### src/rtl/dma_defs.sv
// Shared definitions for the dbus word-copy DMA: register offsets, CTRL/STAT
// bit positions and FSM state encodings.
package dma_defs;

  localparam logic [1:0] REG_SRC  = 2'd0;
  localparam logic [1:0] REG_DST  = 2'd1;
  localparam logic [1:0] REG_LEN  = 2'd2;
  localparam logic [1:0] REG_CTRL = 2'd3;

  localparam int CTRL_START    = 0;
  localparam int CTRL_IE       = 1;
  localparam int CTRL_ABORT    = 2;
  localparam int CTRL_CLR_DONE = 3;

  typedef enum logic [1:0] {
    ST_IDLE = 2'd0,
    ST_RD   = 2'd1,
    ST_WR   = 2'd2,
    ST_DONE = 2'd3
  } dma_state_e;

endpackage

### src/rtl/dma_regs.sv
// Register slave of the DMA: SRC/DST/LEN/IE storage, read mux and
// single-cycle START/ABORT/CLR_DONE pulses decoded from CTRL writes.
module dma_regs
  import dma_defs::*;
#(
  parameter int ADDR_W = 32,
  parameter int LEN_W  = 16
) (
  input  logic              clk_bus,
  input  logic              rst,
  input  logic [7:0]        bus_address,
  input  logic [31:0]       bus_data_i,
  input  logic              bus_read,
  input  logic              bus_write,
  output logic [31:0]       bus_data_o,
  input  logic              busy,
  input  logic              done,
  input  logic              aborted,
  output logic [ADDR_W-1:0] src,
  output logic [ADDR_W-1:0] dst,
  output logic [LEN_W-1:0]  len,
  output logic              ie,
  output logic              start_p,
  output logic              abort_p,
  output logic              clr_p
);

  logic [1:0]        sel;
  logic              wr_ctrl;
  logic [ADDR_W-1:0] wr_addr;
  logic [ADDR_W-1:0] src_q, src_d;
  logic [ADDR_W-1:0] dst_q, dst_d;
  logic [LEN_W-1:0]  len_q, len_d;
  logic              ie_q, ie_d;
  logic              unused_ok;

  assign sel       = bus_address[3:2];
  assign wr_ctrl   = bus_write && (sel == REG_CTRL);
  assign unused_ok = &{1'b0, bus_read, bus_address[7:4], bus_address[1:0]};

  // START is gated by busy here so the FSM never sees a mid-transfer restart.
  assign start_p = wr_ctrl && bus_data_i[CTRL_START] && !busy;
  assign abort_p = wr_ctrl && bus_data_i[CTRL_ABORT];
  assign clr_p   = wr_ctrl && bus_data_i[CTRL_CLR_DONE];

  always_comb begin
    wr_addr      = ADDR_W'(bus_data_i);
    wr_addr[1:0] = 2'b00;
    src_d = src_q;
    dst_d = dst_q;
    len_d = len_q;
    ie_d  = ie_q;
    if (bus_write) begin
      case (sel)
        REG_SRC: if (!busy) src_d = wr_addr;
        REG_DST: if (!busy) dst_d = wr_addr;
        REG_LEN: if (!busy) len_d = bus_data_i[LEN_W-1:0];
        default: ie_d = bus_data_i[CTRL_IE];
      endcase
    end
  end

  always_ff @(posedge clk_bus or posedge rst) begin
    if (rst) begin
      src_q <= '0;
      dst_q <= '0;
      len_q <= '0;
      ie_q  <= 1'b0;
    end else begin
      src_q <= src_d;
      dst_q <= dst_d;
      len_q <= len_d;
      ie_q  <= ie_d;
    end
  end

  always_comb begin
    bus_data_o = 32'h0;
    case (sel)
      REG_SRC: bus_data_o = 32'(src_q);
      REG_DST: bus_data_o = 32'(dst_q);
      REG_LEN: bus_data_o = 32'(len_q);
      default: bus_data_o = {28'h0, busy, ie_q, done, aborted};
    endcase
  end

  assign src = src_q;
  assign dst = dst_q;
  assign len = len_q;
  assign ie  = ie_q;

endmodule

### src/rtl/dbus_dma.sv
// Single-channel word-copy DMA: register slave plus a dbus master that moves
// LEN words by alternating read and write beats, then raises a level irq.
module dbus_dma
  import dma_defs::*;
#(
  parameter int ADDR_W = 32,
  parameter int LEN_W  = 16
) (
  input  logic              clk_bus,
  input  logic              rst,
  input  logic [7:0]        bus_address,
  input  logic [31:0]       bus_data_i,
  input  logic              bus_read,
  input  logic              bus_write,
  output logic [31:0]       bus_data_o,
  output logic [ADDR_W-1:0] m_address,
  output logic [3:0]        m_byteenable,
  output logic              m_read,
  output logic              m_write,
  output logic [31:0]       m_wrdata,
  input  logic [31:0]       m_rddata,
  input  logic              m_stall,
  output logic              irq,
  output dma_state_e        dbg_state
);

  // Master handshake: a beat completes in any cycle where m_read or m_write
  // is high and m_stall is low; until then address, data and strobe hold.

  dma_state_e        state_q, state_d;
  logic [ADDR_W-1:0] cur_src_q, cur_src_d;
  logic [ADDR_W-1:0] cur_dst_q, cur_dst_d;
  logic [LEN_W-1:0]  rem_q, rem_d;
  logic [31:0]       buf_q, buf_d;
  logic              done_q, done_d;
  logic              aborted_q, aborted_d;
  logic              abort_pend_q, abort_pend_d;

  logic [ADDR_W-1:0] src, dst;
  logic [LEN_W-1:0]  len;
  logic              ie, start_p, abort_p, clr_p;
  logic              busy, rd_done, wr_done;

  assign busy    = (state_q != ST_IDLE);
  assign rd_done = (state_q == ST_RD) && !m_stall;
  assign wr_done = (state_q == ST_WR) && !m_stall;

  dma_regs #(.ADDR_W(ADDR_W), .LEN_W(LEN_W)) u_regs (
    .clk_bus     (clk_bus),
    .rst         (rst),
    .bus_address (bus_address),
    .bus_data_i  (bus_data_i),
    .bus_read    (bus_read),
    .bus_write   (bus_write),
    .bus_data_o  (bus_data_o),
    .busy        (busy),
    .done        (done_q),
    .aborted     (aborted_q),
    .src         (src),
    .dst         (dst),
    .len         (len),
    .ie          (ie),
    .start_p     (start_p),
    .abort_p     (abort_p),
    .clr_p       (clr_p)
  );

  always_ff @(posedge clk_bus or posedge rst) begin
    if (rst) state_q <= ST_IDLE;
    else     state_q <= state_d;
  end

  always_comb begin
    state_d = state_q;
    case (state_q)
      ST_IDLE: if (start_p) state_d = (len == '0) ? ST_DONE : ST_RD;
      ST_RD:   if (rd_done) state_d = ST_WR;
      ST_WR:   if (wr_done) state_d = ((rem_q == LEN_W'(1)) || abort_pend_q) ? ST_DONE : ST_RD;
      default: state_d = ST_IDLE;
    endcase
  end

  always_comb begin
    m_read       = (state_q == ST_RD);
    m_write      = (state_q == ST_WR);
    m_byteenable = 4'b1111;
    m_address    = '0;
    m_wrdata     = 32'h0;
    if (state_q == ST_RD) m_address = cur_src_q;
    if (state_q == ST_WR) begin
      m_address = cur_dst_q;
      m_wrdata  = buf_q;
    end
  end

  always_comb begin
    cur_src_d    = cur_src_q;
    cur_dst_d    = cur_dst_q;
    rem_d        = rem_q;
    buf_d        = buf_q;
    done_d       = done_q;
    aborted_d    = aborted_q;
    abort_pend_d = abort_pend_q;
    if (clr_p) done_d = 1'b0;
    if (abort_p && (state_q == ST_RD || state_q == ST_WR)) abort_pend_d = 1'b1;
    if (rd_done) begin
      buf_d     = m_rddata;
      cur_src_d = cur_src_q + ADDR_W'(4);
    end
    if (wr_done) begin
      cur_dst_d = cur_dst_q + ADDR_W'(4);
      rem_d     = rem_q - LEN_W'(1);
    end
    if (state_q == ST_DONE) begin
      done_d       = 1'b1;
      aborted_d    = abort_pend_q;
      abort_pend_d = 1'b0;
    end
    // START is only accepted in IDLE, so it cannot collide with the DONE set.
    if (start_p) begin
      cur_src_d    = src;
      cur_dst_d    = dst;
      rem_d        = len;
      done_d       = 1'b0;
      aborted_d    = 1'b0;
      abort_pend_d = 1'b0;
    end
  end

  always_ff @(posedge clk_bus or posedge rst) begin
    if (rst) begin
      cur_src_q    <= '0;
      cur_dst_q    <= '0;
      rem_q        <= '0;
      buf_q        <= 32'h0;
      done_q       <= 1'b0;
      aborted_q    <= 1'b0;
      abort_pend_q <= 1'b0;
    end else begin
      cur_src_q    <= cur_src_d;
      cur_dst_q    <= cur_dst_d;
      rem_q        <= rem_d;
      buf_q        <= buf_d;
      done_q       <= done_d;
      aborted_q    <= aborted_d;
      abort_pend_q <= abort_pend_d;
    end
  end

  assign irq       = done_q & ie;
  assign dbg_state = state_q;

endmodule

### config.mk
export PLATFORM = sky130hd
export DESIGN_NAME = dbus_dma
export DESIGN_NICKNAME = d
export VERILOG_FILES = /design/src/rtl/dma_defs.sv /design/src/rtl/dma_regs.sv /design/src/rtl/dbus_dma.sv
export SDC_FILE = /design/constraint.sdc
export NUM_CORES = 1
export LEC_CHECK = 0
export BUFFER_PORTS_ARGS = -buffer_cell sky130_fd_sc_hd__buf_2
export CORE_MARGIN = 5
export CORE_UTILIZATION = 40
export DETAILED_ROUTE_END_ITERATION = 7
export PLACE_DENSITY = 0.65
export SLEW_MARGIN = 10
export SYNTH_ARGS = -nofsm -noshare
export SYNTH_HDL_FRONTEND = slang
export SYNTH_HIERARCHICAL = 1
export SYNTH_SLANG_ARGS = --single-unit
export TNS_END_PERCENT = 20
### constraint.sdc
create_clock -name clk_bus -period 5.21 [get_ports clk_bus]
set_clock_uncertainty 0.05 [all_clocks]
set_input_delay 1.042 -clock clk_bus [delete_from_list [all_inputs] [get_ports clk_bus]]
set_output_delay 1.042 -clock clk_bus [all_outputs]
set_load 0.01 [all_outputs]
==> impl_summary.txt, run 1 <==
----------------------------------------------------
[Status]
  Run status ... completed

[Route]
  DRC Markers ... 0
  Post-DR vias/cell ... about 5.6
  Mean routed wirelength per cell ... 19.0 µm
  Total number of vias ... 8469
  Iteration-0 DRC count of the detailed router ... 799
  Final routed wirelength across all metal layers ... around 29000 µm
  Final antenna-violating net count ... 0
  First-pass DRT Iterations ... 7

[Synth]
  Post-synth top area share ... 46.5%
  Area of the mapped netlist ... approximately 10000 µm²
  Netlist cell types ... 58
  Dominant register cell in the synthesized netlist ... sky130_fd_sc_hd__dfrtp_1
  Post-synthesis cell type with the largest combined area ... sky130_fd_sc_hd__dfrtp_1
  Sequential element share of the synthesized area ... 46.5%
  Synthesized instance count ... around 1000
  Warnings, synthesis ... 6
  FF+latch count, synth ... slightly below 200
  Top cells by area, synth ... sky130_fd_sc_hd__dfrtp_1 (46%), sky130_fd_sc_hd__mux2_2 (12%), sky130_fd_sc_hd__nand2_1 (4.2%)
  Count of flip-flops with a built-in enable after synthesis ... 0
  Syn_area_per_cell ... 10.2 µm²
  FFs w/ async S/R, synth ... 100%

[Power and ir drop]
  Worst voltage drop across the vdd grid ... between 0.5 and 0.6 mV
  Static power due to leakage ... just over 5 nW
  Pwr Density ... about 560 nW/µm²
  Reg power frac ... 44.2%
  Net switching power figure ... 2.71 mW
  Combinational group share of total power ... a little over a third
  Sum of internal, switching and leakage power ... between 6 and 7 mW
  Internal power summed over all cells ... 4.04 mW
  Portion of total power attributed to the clock network ... a little over a fifth
  Fraction of power spent switching nets ... roughly two fifths

[Critical path]
  Signal arrival time at the worst endpoint ... ~2.8 ns
  Critical path cell sequence ... buf_2, nor2b_1, o2bb2ai_1, buf_2
  Required time at the endpoint of the critical path ... ~4.1 ns
  Crit path kind ... input port to primary output
  Slowest stage delay, CP ... roughly 0.93 ns
  Critical Path Most Common Cell ... sky130_fd_sc_hd__buf_2
  Count of buffering cells on the critical path with inverters included ... 2
  Reg2Reg Setup Slack ... approximately 2.0 ns
  Worst Setup Start Kind ... input port
  Critical path's slowest cell ... sky130_fd_sc_hd__nor2b_1
  Start of the worst register-to-register path ... dbg_state[0]
  R2r endpoint ... rem_q[13]
  Dominant delay contributor by cell family on the critical path ... simple AND/OR/NAND/NOR gates
  R2R cell count ... 6
  Critical path capture point type ... primary output
  Top fanout value on the critical path ... 27
  Worst setup path start ... bus_address[2]

[Clock tree]
  Post-cts sizing count ... 0
  Root buffer cell ... sky130_fd_sc_hd__clkbuf_16
  Clock latency reported for the late side of the worst-skew pair ... around 0.46 ns
  Max Buffers Root-to-Sink ... 2
  H-tree depth ... 4
  Number of buffers inserted to repair setup after CTS ... 0
  Total of hold buffers inserted after clock tree synthesis ... 0
  Clk pin slew, worst setup/hold paths ... 0.08 ns
  TritonCTS clock tree ... built
  CTS buffer count ... 17
  Sinks on Clock Net ... between 150 and 200

[Final layout]
  Fill cell total of the finished layout ... around 2400
  Leading cell type in the layout, fill and taps excluded ... sky130_fd_sc_hd__dfrtp_1
  Area Growth Syn to Fin ... 16.0%
  Net count, final ... around 1200
  Final cell count without fillers ... 1506
  Diodes inserted ... 0
  Core occupancy in the finished layout ... roughly 47%
  Top library cells by usage in the layout, fill and taps aside ... sky130_fd_sc_hd__dfrtp_1 (194), sky130_fd_sc_hd__buf_2 (170), sky130_fd_sc_hd__nand2_1 (117)
  Area occupied by registers ... slightly below 5000 µm²
  Area of combinational cells with multiple inputs ... between 5000 and 6000 µm²
  Fraction of layout instances using a drive strength above 1 ... approximately 30%

[Timing]
  Max transition margin ... 17.5%
  Hold Fails Final Rpt ... 0
  Setup Total Neg Slack ... 0 ns
  Post-route minimum period ... a little under 4 ns
  Maximum operating frequency ... 0.258 GHz
  Final slew viol count ... 0
  Setup-violating endpoint count in the final report ... 0
  Min Hold Slack ... ~0.45 ns
  Tightest Pin Transition ... ~1.2 ns
  RSZ-0062 raised after global routing ... false
  Ratio of final minimum period to clock period ... between 70% and 80%

[Die]
  Number of placement rows ... 59
  Effective utilization at floorplan ... about two fifths
  Total I/O pin count ... roughly 180
  Area enclosed by the die boundary ... approximately 29000 µm²
  Area of the core ... ~26000 µm²
  Die width ... about 170 µm
  Vertical die dimension ... approximately 170 µm

[Global route]
  Antenna violations before repair ... 0
  Vias in the first global route ... slightly above 8000
  Global routing met3 resource utilization ... 3.49%
  Met2 demand-to-capacity share in global routing ... 28.4%
  Routing layer with the top usage in global route ... met1
  Met1 layer usage reported by global route ... 28.6%
  Global-route usage over all layers ... between 10% and 20%
  Pin count of the biggest net entering global routing ... 68
  Overflow left after global routing ... 0
  First-pass GRT wire length ... between 40000 and 50000 µm

[Hold path]
  Worst min-delay path endpoint ... buf_q[7]
  Worst Hold Launch ... buf_q[7]
  Worst hold path stage count ... 1
  HP Class ... flip-flop to flip-flop

[Job]
  Max-cap violations ... 0

[Placed design]
  RD Place Congestion ... around 0.85
  Number of port buffers ... between 150 and 200
  Cell total after placement ... ~1500
  DP HPWL ... 20500 µm

----------------------------------------------------
## cell families after synthesis
logic type | after synthesis | share of synthesized area (%)
DFF | 194 | 46.5
adders and majority gates | 8 | 0.958
AOI/OAI and AO/OA | 162 | 9.88
buffers and inverters | 103 | 4.67
xor gates and xnor gates | 33 | 2.77
other | 2 | 0.0719
and+or+nand+nor | 376 | 19.1
muxes | 151 | 16.1
## sequential cells by signal, summed over array words and instances (netlist names)
name,cells
aborted_q,1
buf_q,32
abort_pend_q,1
u_regs/len,16
u_regs/ie,1
cur_dst_q,32
dbg_state,2
cur_src_q,32
u_regs/src,30
u_regs/dst,30
done_q,1
rem_q,16
## layout make-up
| type | count | share of cell area [%] |
|---|---|---|
| Tap cell | 335 | 3.46 |
| Sequential cell | 194 | 40.1 |
| Timing Repair Buffer | 183 | 7.82 |
| Multi-Input combinational cell | 738 | 42.6 |
| Clock buffer | 17 | 3.51 |
| Inverter | 24 | 0.764 |
| Clock inverter | 15 | 1.77 |
## worst max path at each step
stage                     slack (ns)  cells after the start        endpoint
after floorplan                 1.02                      1    abort_pend_q
final                           1.34                      4  bus_data_o[15]
after global placement          1.37                      4  bus_data_o[13]
after global routing            1.17                      4  bus_data_o[13]
after CTS                       1.33                      4  bus_data_o[13]
after detailed placement        1.34                      4  bus_data_o[13]
## power groups by stage
stage / clock network [mW] / logic [mW] / registers, mW
after global placement: 0 / 2.32 / 2.96
after detailed placement: 0 / 2.37 / 2.99
after global routing: 1.49 / 2.62 / 3.10
after CTS: 1.43 / 2.39 / 2.96
final: 1.40 / 2.36 / 2.98
after floorplan: 0 / 1.70 / 2.74
## per-stage QoR
stage | instance area, µm² | setup WS (ns)
finish | 12100 | 1.34
global route | 12100 | 1.17
CTS | 12100 | 1.33
detailed placement | 11500 | 1.34
global placement | 11500 | 1.37
floorplan | 10500 | 1.02
## cells in the mapped netlist (all sizes together) (2+ instances only)
library cell,instances
a21oi,6
a221o,2
a22o,3
a31oi,28
and2,36
and3,2
and4,3
and4b,2
buf,31
clkbuf,48
conb,2
dfrtp,194
ha,8
inv,24
mux2,114
mux2i,35
mux4,2
nand2,117
nand2b,2
nand3,27
nand3b,5
nand4,22
nand4b,3
nor2,63
nor2b,6
nor3,14
nor3b,2
nor4,17
nor4b,2
o211ai,4
o21ai,71
o2bb2ai,12
o311a,2
o311ai,2
o31a,4
o31ai,24
o41ai,2
or2,3
or3,10
or4,34
or4b,2
xnor2,20
xor2,13
## layer usage
layer	vias up	share of wire, %
li1	3970	-
met1	4174	48
met2	294	44
met3	31	6.9
met4	0	1.7
met5	-	0
(Power assumes the default switching activity.)
==> inputs of run 2 (changes only) <==
Clock period 5.21 ns to 4 ns, I/O delays scaled along.
==> run 2 against run 1 <==
  * Critical path depth is 2 higher
  * Largest cell class unchanged
  * Register-to-register slack worse by 0.87 ns
  * Clock power is 22% higher
  * Non-clock buffer count is 7 higher
  * Combinational power is 31% higher
  * Sequential cell count stayed put
  * Global-route usage is 0.085 points higher
  * Clock-buffer cell count stayed put
  * Sequential share of layout area is 0.16 points lower
  * Routed wire length is 0.81% higher
  * Via count is 0.57% higher
  * First-iteration DRC count is 11% higher
==> impl_summary.txt, run 2 (same netlist as run 1, synthesis figures left out) <==
----------------------------------------------------
[Final layout]
  Area Growth Syn to Fin ... 16.5% (was 16.0%)
  Final cell count without fillers ... 1513 (was 1506)
  Fill cell total of the finished layout ... 2454 (was 2447)
  Net count, final ... 1250 (was 1243)
  Diodes inserted ... 0 (unchanged)
  Registers with the highest flip-flop counts ... buf_q (32), cur_dst_q (32), cur_src_q (32) (unchanged)
  Area occupied by registers ... 4850 µm² (unchanged)
  Leading cell type in the layout, fill and taps excluded ... sky130_fd_sc_hd__dfrtp_1 (unchanged)
  Area of combinational cells with multiple inputs ... 5170 µm² (unchanged)
  Top library cells by usage in the layout, fill and taps aside ... sky130_fd_sc_hd__dfrtp_1 (194), sky130_fd_sc_hd__buf_2 (170), sky130_fd_sc_hd__nand2_1 (117) (unchanged)
  Fraction of layout instances using a drive strength above 1 ... 30.1% (was 29.6%)

[Clock tree]
  Number of buffers inserted to repair setup after CTS ... 0 (unchanged)
  Clk pin slew, worst setup/hold paths ... 0.09 ns (was 0.08 ns)
  TritonCTS clock tree ... built (unchanged)
  Post-cts sizing count ... 0 (unchanged)
  Max Buffers Root-to-Sink ... 2 (unchanged)
  Total of hold buffers inserted after clock tree synthesis ... 0 (unchanged)
  Clock latency reported for the late side of the worst-skew pair ... 0.45 ns (was 0.46 ns)
  CTS buffer count ... 17 (unchanged)
  H-tree depth ... 4 (unchanged)
  Root buffer cell ... sky130_fd_sc_hd__clkbuf_16 (unchanged)
  Sinks on Clock Net ... 194 (unchanged)

[Route]
  Final routed wirelength across all metal layers ... 28800 µm (was 28600 µm)
  Iteration-0 DRC count of the detailed router ... 888 (was 799)
  Total number of vias ... 8517 (was 8469)
  DRC Markers ... 0 (unchanged)
  Mean routed wirelength per cell ... 19.0 µm (about the same)
  First-pass DRT Iterations ... 6 (was 7)
  Final antenna-violating net count ... 0 (unchanged)
  Post-DR vias/cell ... 5.63 (was 5.62)

[Critical path]
  Worst Setup Start Kind ... flip-flop (was input port)
  Dominant delay contributor by cell family on the critical path ... buffers and inverters (was simple AND/OR/NAND/NOR gates)
  Critical path's slowest cell ... sky130_fd_sc_hd__ha_4 (was sky130_fd_sc_hd__nor2b_1)
  Critical path cell sequence ... inv_1, ha_4, buf_4, nand2_1, o21ai_0, buf_2 (was buf_2, nor2b_1, o2bb2ai_1, buf_2)
  Reg2Reg Setup Slack ... 1.10 ns (was 1.97 ns)
  Signal arrival time at the worst endpoint ... 2.39 ns (was 2.78 ns)
  Top fanout value on the critical path ... 46 (was 27)
  Required time at the endpoint of the critical path ... 3.15 ns (was 4.12 ns)
  Critical path capture point type ... primary output (unchanged)
  Crit path kind ... flip-flop to primary output (was input port to primary output)
  Slowest stage delay, CP ... 0.46 ns (was 0.93 ns)
  Count of buffering cells on the critical path with inverters included ... 3 (was 2)

[Global route]
  Met2 demand-to-capacity share in global routing ... 28.1% (was 28.4%)
  Routing layer with the top usage in global route ... met1 (unchanged)
  Antenna violations before repair ... 0 (unchanged)
  Global-route usage over all layers ... 19.2% (was 19.1%)
  Overflow left after global routing ... 0 (unchanged)
  Vias in the first global route ... 8087 (was 8109)
  Pin count of the biggest net entering global routing ... 108 (was 68)
  Global routing met3 resource utilization ... 3.17% (was 3.49%)
  First-pass GRT wire length ... 44800 µm (was 44600 µm)
  Met1 layer usage reported by global route ... 28.8% (was 28.6%)

[Timing]
  RSZ-0062 raised after global routing ... false (unchanged)
  Max transition margin ... 43.2% (was 17.5%)
  Setup-violating endpoint count in the final report ... 0 (unchanged)
  Ratio of final minimum period to clock period ... roughly 81%
  Hold Fails Final Rpt ... 0 (unchanged)
  Post-route minimum period ... 3.24 ns
  Tightest Pin Transition ... 0.850 ns (was 1.23 ns)
  Final slew viol count ... 0 (unchanged)
  Setup Total Neg Slack ... 0 ns (unchanged)
  Maximum operating frequency ... 0.309 GHz

[Placed design]
  DP HPWL ... 20800 µm (was 20500 µm)
  Cell total after placement ... 1481 (was 1474)
  Number of port buffers ... 170 (unchanged)
  RD Place Congestion ... 0.860 (was 0.853)

[Power and ir drop]
  Worst voltage drop across the vdd grid ... 0.482 mV (was 0.540 mV)
  Static power due to leakage ... 5.16 nW (was 5.15 nW)
  Pwr Density ... 715 nW/µm² (was 557 nW/µm²)

[Die]
  Total I/O pin count ... 182 (unchanged)
  Vertical die dimension ... 172 µm (unchanged)
  Effective utilization at floorplan ... 40.3% (unchanged)
  Number of placement rows ... 59 (unchanged)
  Area enclosed by the die boundary ... 29400 µm² (unchanged)
  Area of the core ... 25900 µm² (unchanged)
  Die width ... 172 µm (unchanged)

[Status]
  Run status ... completed (unchanged)

[Job]
  Max-cap violations ... 0 (unchanged)

[Hold path]
  HP Class ... input port to async pin (was flip-flop to flip-flop)

----------------------------------------------------
## run 2: cell types whose count changed in the layout (fill, tap and decap cells not counted)
cell / before / now
sky130_fd_sc_hd__buf_12: 0 / 3
sky130_fd_sc_hd__buf_4: 13 / 17
sky130_fd_sc_hd__clkinv_2: 0 / 1
sky130_fd_sc_hd__clkinv_4: 0 / 2
sky130_fd_sc_hd__clkinvlp_4: 0 / 3
sky130_fd_sc_hd__inv_12: 4 / 0
sky130_fd_sc_hd__inv_6: 2 / 1
sky130_fd_sc_hd__inv_8: 3 / 2
## run 2: final timing paths
path | from | endpoint | cells after the start
worst min-delay path | rst | cur_src_q[25] | 2
max in group asynchronous | rst | u_regs/dst[22] | 3
worst min register to register | buf_q[20] | buf_q[20] | 1
worst max register to register | dbg_state[1] | cur_src_q[23] | 7
min in group clk_bus | buf_q[20] | buf_q[20] | 1
worst max-delay path | dbg_state[0] | m_address[13] | 6
## run 2: area by class of cell
type | count | share of cell area, %
well taps | 335 | 3.44
flip-flops and latches | 194 | 39.9
clock inverters | 15 | 1.43
repair buffers | 190 | 8.53
clock buffers | 17 | 3.50
multi-input cells | 738 | 42.4
inverters | 24 | 0.761
## run 2: power breakdown
group | internal (mW) | leakage, nW | switching [mW]
sequential | 2.90 | 2.35 | 0.985
combinational | 1.50 | 2.53 | 1.60
clock | 0.838 | 0.280 | 0.871
## run 2: metal layers
metal / up-vias / routed length, µm
li1: 3966 / -
met1: 4165 / 13700
met2: 337 / 12400
met3: 49 / 2020
met4: 0 / 731
met5: - / 0
## run 2: stage by stage
stage / hold WS [ns] / cell area (µm²) / power [mW] / utilization [%] / worst slack [ns]
after floorplan: 0.415 / 10500 / 5.78 / - / 0.0492
final: 0.435 / 12200 / 8.70 / 47.0 / 0.764
after CTS: 0.454 / 12200 / 8.73 / 47.0 / 0.772
after global placement: 0.430 / 11600 / 6.89 / 44.7 / 1.01
after global routing: 0.463 / 12200 / 9.28 / 47.0 / 0.613
after detailed placement: 0.439 / 11600 / 7.02 / 44.7 / 1.00
